## src/rtl/base_rrarb_le.sv

```systemverilog
// Registered round-robin arbiter: one shared downstream resource, grant held through
// back-pressure and locked multi-beat transfers, rotating priority after each release.
//   state | meaning
//   IDLE  | no grant outstanding, waiting for any request
//   GRANT | resource allocated to o_gnt, waiting for accept/release
module base_rrarb_le #(
  parameter int ways      = 4,
  parameter int enc_width = 2
) (
  input  logic                 clk,
  input  logic                 reset,
  input  logic [ways-1:0]      i_req,
  input  logic                 i_lock,
  input  logic                 i_r,
  output logic                 o_v,
  output logic [ways-1:0]      o_gnt,
  output logic [enc_width-1:0] o_gnt_enc
);

  typedef enum logic {IDLE = 1'b0, GRANT = 1'b1} state_t;

  state_t               state, state_nx;
  logic [enc_width-1:0] ptr, ptr_nx, sel_ptr;
  logic [ways-1:0]      mask, hi, win_oh, gnt_nx;
  logic [enc_width-1:0] win_enc, enc_nx;
  logic [ways-1:0]      hi_oh, lo_oh;
  logic [enc_width-1:0] hi_enc, lo_enc;
  logic                 any_req, accept, release_g;

  assign o_v       = (state == GRANT);
  assign accept    = o_v & i_r;
  assign release_g = accept & ~i_lock;
  assign any_req   = |i_req;
  // after a release the just-served index becomes the priority pointer in the same cycle
  assign sel_ptr   = (state == GRANT) ? o_gnt_enc : ptr;

  always_comb begin
    mask   = '0;
    hi_oh  = '0;
    lo_oh  = '0;
    hi_enc = '0;
    lo_enc = '0;
    for (int i = 0; i < ways; i++)
      mask[i] = (i <= int'(sel_ptr));
    hi = i_req & ~mask;
    for (int i = ways - 1; i >= 0; i--) begin
      if (hi[i]) begin
        hi_oh    = '0;
        hi_oh[i] = 1'b1;
        hi_enc   = enc_width'(i);
      end
      if (i_req[i]) begin
        lo_oh    = '0;
        lo_oh[i] = 1'b1;
        lo_enc   = enc_width'(i);
      end
    end
    win_oh  = (|hi) ? hi_oh  : lo_oh;
    win_enc = (|hi) ? hi_enc : lo_enc;
  end

  always_comb begin
    state_nx = state;
    ptr_nx   = ptr;
    gnt_nx   = o_gnt;
    enc_nx   = o_gnt_enc;
    case (state)
      IDLE: begin
        if (any_req) begin
          state_nx = GRANT;
          gnt_nx   = win_oh;
          enc_nx   = win_enc;
        end
      end
      GRANT: begin
        if (release_g) begin
          ptr_nx = o_gnt_enc;
          if (any_req) begin
            gnt_nx = win_oh;
            enc_nx = win_enc;
          end else begin
            state_nx = IDLE;
            gnt_nx   = '0;
            enc_nx   = '0;
          end
        end
      end
      default: begin
        state_nx = IDLE;
        gnt_nx   = '0;
        enc_nx   = '0;
      end
    endcase
  end

  always_ff @(posedge clk or posedge reset) begin
    if (reset) begin
      state     <= IDLE;
      ptr       <= enc_width'(ways - 1);
      o_gnt     <= '0;
      o_gnt_enc <= '0;
    end else begin
      state     <= state_nx;
      ptr       <= ptr_nx;
      o_gnt     <= gnt_nx;
      o_gnt_enc <= enc_nx;
    end
  end

endmodule
```

## config.mk

```make
export PLATFORM = sky130hd
export DESIGN_NAME = base_rrarb_le
export DESIGN_NICKNAME = d
export VERILOG_FILES = /design/src/rtl/base_rrarb_le.sv
export SDC_FILE = /design/constraint.sdc
export NUM_CORES = 1
export LEC_CHECK = 0
export CAP_MARGIN = 15
export CELL_PAD_IN_SITES_DETAIL_PLACEMENT = 0
export CELL_PAD_IN_SITES_GLOBAL_PLACEMENT = 1
export CORE_MARGIN = 4
export CORE_UTILIZATION = 35
export CTS_BUF_LIST = sky130_fd_sc_hd__clkbuf_4 sky130_fd_sc_hd__clkbuf_8 sky130_fd_sc_hd__clkbuf_16
export DETAILED_ROUTE_END_ITERATION = 8
export GPL_TIMING_DRIVEN = 0
export PLACE_DENSITY = 0.73
export RECOVER_POWER = 50
export SLEW_MARGIN = 15
export SYNTH_ARGS = -nofsm -noshare
export SYNTH_HDL_FRONTEND = slang
export SYNTH_SLANG_ARGS = --single-unit
```

## constraint.sdc

```tcl
create_clock -name clk -period 1.5 [get_ports clk]
set_input_delay 0.225 -clock clk [delete_from_list [all_inputs] [get_ports clk]]
set_output_delay 0.225 -clock clk [all_outputs]
set_load 0.03 [all_outputs]
```

==> key figures <==
Outcome
  • Status: finished, final reports clean

Pwr
  • Combinational share of power: 0.355
  • Sw Ratio: 0.3639
  • Clk pwr share: 0.234
  • Power, Total: 893.5 uW
  • P_int: 568.4 uW
  • Max IR drop VDD: 0.5889 mV
  • Static Leakage: 0.0003440 uW
  • Power Density: 1200 nW/um^2
  • Sw power: 325.1 uW
  • Seq pwr share: 0.411

Floorplanning
  • Num rows: 14
  • Starting Density: 0.3750
  • Die Width: 48.64 microns
  • Core footprint: 1541 sq um
  • DIE AREA: 2366 sq um
  • IO Pins: 15
  • Die Height: 48.64 microns

Timing
  • Endpoints failing setup: 0
  • Rel. slew slack: 0.7485
  • Final period util: 0.9426
  • Worst Skew: 0.009179 ns
  • Final hold slack: 0.1990 ns
  • Post-layout min period: 1.414 ns
  • RSZ-0062 raised after global routing: false
  • Worst Tran Pin Value: 0.3788 ns
  • F_max: 0.7073 GHz
  • Final hold viol count: 0
  • Slew Limit Fails: 0
  • Fin worst setup slack: 0.08617 ns

Global routing
  • Largest net degree at the start of global routing: 11
  • Vias in the first global route: 474
  • First-pass GRT wire length: 2083 microns
  • GRT overflow: 0
  • GR Util All Layers: 0.1076
  • Initial antenna violation count: 0

Worst hold path
  • Worst Hold End: o_v
  • Worst Hold Launch: i_req[1]
  • Worst Hold Path Cells: 3
  • Hold Crit Class: primary input to flip-flop

Synth
  • Synth async-reset ratio: 1.000
  • Sequential element share of the synthesized area: 0.3939
  • Synth Cell Area: 578.1 sq um
  • Main flop type after synthesis: dfrtp_1
  • Yosys cell types: 32
  • Post-synth top area share: 0.3030
  • Post-Syn Instances: 56
  • Area leader, netlist: dfrtp_1
  • Syn_nets: 64
  • Flops & latches, synth: 9
  • Ranking of synthesized cells by area: dfrtp_1 (30%), dfstp_2 (9.1%), nand2_1 (6.5%), buf_6 (3.9%), mux2_2 (3.9%)
  • Syn avg cell area: 10.32 sq um
  • Post-synth EDFFs: 0
  • Syn. warnings: 0

Worst setup path
  • Crit path max fanout: 6
  • WP data required: 1.65 ns
  • FF-to-FF path depth: 5
  • Critical Path Sink Type: flip-flop
  • Critical path class: primary input to flip-flop
  • Startpoint types: primary input
  • Arr. time, crit path: 1.56 ns
  • Critical path origin: i_req[0]
  • Worst r2r dst: o_gnt[1]
  • RR Startpoint: o_v
  • Register-to-register setup slack: 0.13 ns

Place
  • # port buffers: 13
  • Detailed Place HPWL: 925.9 microns
  • Placement Cell Area: 728.2 sq um
  • Post-placement setup slack: -0.2066 ns
  • Global placer's final weighted congestion: 0.7738

Route
  • DRT Pass-1 Iters: 4
  • Residual DRC: 0
  • Post-route ant nets: 0
  • Wire per inst: 13.27 microns
  • Detailed Route Iter0 Violations: 3
  • Drt via density: 5.461
  • Detailed-route via count: 486
  • Routed wire length: 1181 microns

Cells and area
  • Diode count: 0
  • Final core occ: 0.4830
  • Area grow syn2layout: 28.79%
  • Post-route cell area: 744.5 sq um
  • Final nets: 82
  • Fillers: 158
  • Layout cell share with drive strength beyond 1: 0.2466

Clock tree
  • CTS Buf Count: 3
  • H-Tree Depth: 1
  • Clock-pin slew on the worst setup and hold paths: 0.07 ns
  • CTS tree: built
  • Sink Count: 9
  • Hold Buf Count CTS: 0
  • Clock Tree Root: clkbuf_4
  • CTS Buffer Depth: 2
  • Clk_lat worst skew: 0.26 ns

Flow run
  • Number of max-cap violations: 0
[cell families (layout without fill, tap and decap cells)]
kind of cell	count (synthesis)	after routing	synth area share
mux	4	4	0.07359
buf+inv	4	21	0.05195
simple gates	21	21	0.2295
flops	9	9	0.3939
compound gates	18	18	0.2511
[critical path, cell delays in order]
cell	delay, ns
clkdlybuf4s50_1	0.50
nor4_4	0.37
a21oi_2	0.11
and3_1	0.16
a22o_1	0.19
[per-stage QoR]
step                      TNS, ns  std cells
after global routing            0         89
after floorplan                 0         56
after global placement    -0.6907         85
final                           0         89
after CTS                       0         89
after detailed placement  -0.6892         85
[what timing repair did]
item	4_1_cts	5_1_grt
setup endpoints to repair	6	1
resized for setup	6	1
setup buffers	0	0
[final cells by class]
type	count	area (sq um)	share of cell area
Multi-Input combinational cell	43	320.3	0.4303
Sequential cell	9	227.7	0.3059
Timing Repair Buffer	13	116.4	0.1563
Clock buffer	4	30.03	0.04034
Buffer	2	22.52	0.03025
Tap cell	16	20.02	0.02689
Inverter	2	7.507	0.01008
[layer usage]
| metal | part of all wire | global-route usage | vias up |
|---|---|---|---|
| met4 | 0.014 | 0.04036 | 0 |
| li1 | - | - | 245 |
| met2 | 0.41 | 0.1435 | 10 |
| met3 | 0.063 | 0.03067 | 5 |
| met1 | 0.51 | 0.1607 | 226 |
| met5 | 0 | 0 | - |
[worst max path at each step]
stage	end	cells past startpoint
CTS	o_gnt[0]	1
global placement	o_gnt[3]	5
global route	o_gnt[3]	5
floorplan	o_gnt[3]	5
finish	o_gnt[3]	5
detailed placement	o_gnt[3]	5
[cells in the mapped netlist, drive strengths merged (2+ instances only)]
library cell	instances
dfstp	2
mux2i	2
nand3	2
dfrtp	7
o21ai	3
nor2	2
buf	2
nand2	10
inv	2
a22o	2
mux2	2
o211ai	2
o21a	3
[state kept, by name, summed over array words and instances (netlist names)]
name,count
o_gnt_enc,2
ptr,2
o_gnt,4
o_v,1
[power groups by stage]
stage	logic, uW	registers, uW	clock network (uW)
6_report	317	367	209
5_1_grt	345	377	226
4_1_cts	327	368	212
3_5_place_dp	348	372	0
3_3_place_gp	349	373	0
2_1_floorplan	153	437	0
[cell usage in the layout, fill, tap and decap left out, types with 2 or more instances in the layout]
cell type and n:
a22o_1 2, dlygate4sd2_1 6, nor2_1 2, clkbuf_4 4, nand2_1 10, clkdlybuf4s50_1 5, buf_6 2, dfrtp_1 7
mux2i_1 2, o21ai_1 2, inv_1 2, dfstp_2 2, o21a_1 2, mux2_2 2
No activity file was read; power rests on OpenSTA's default activity.
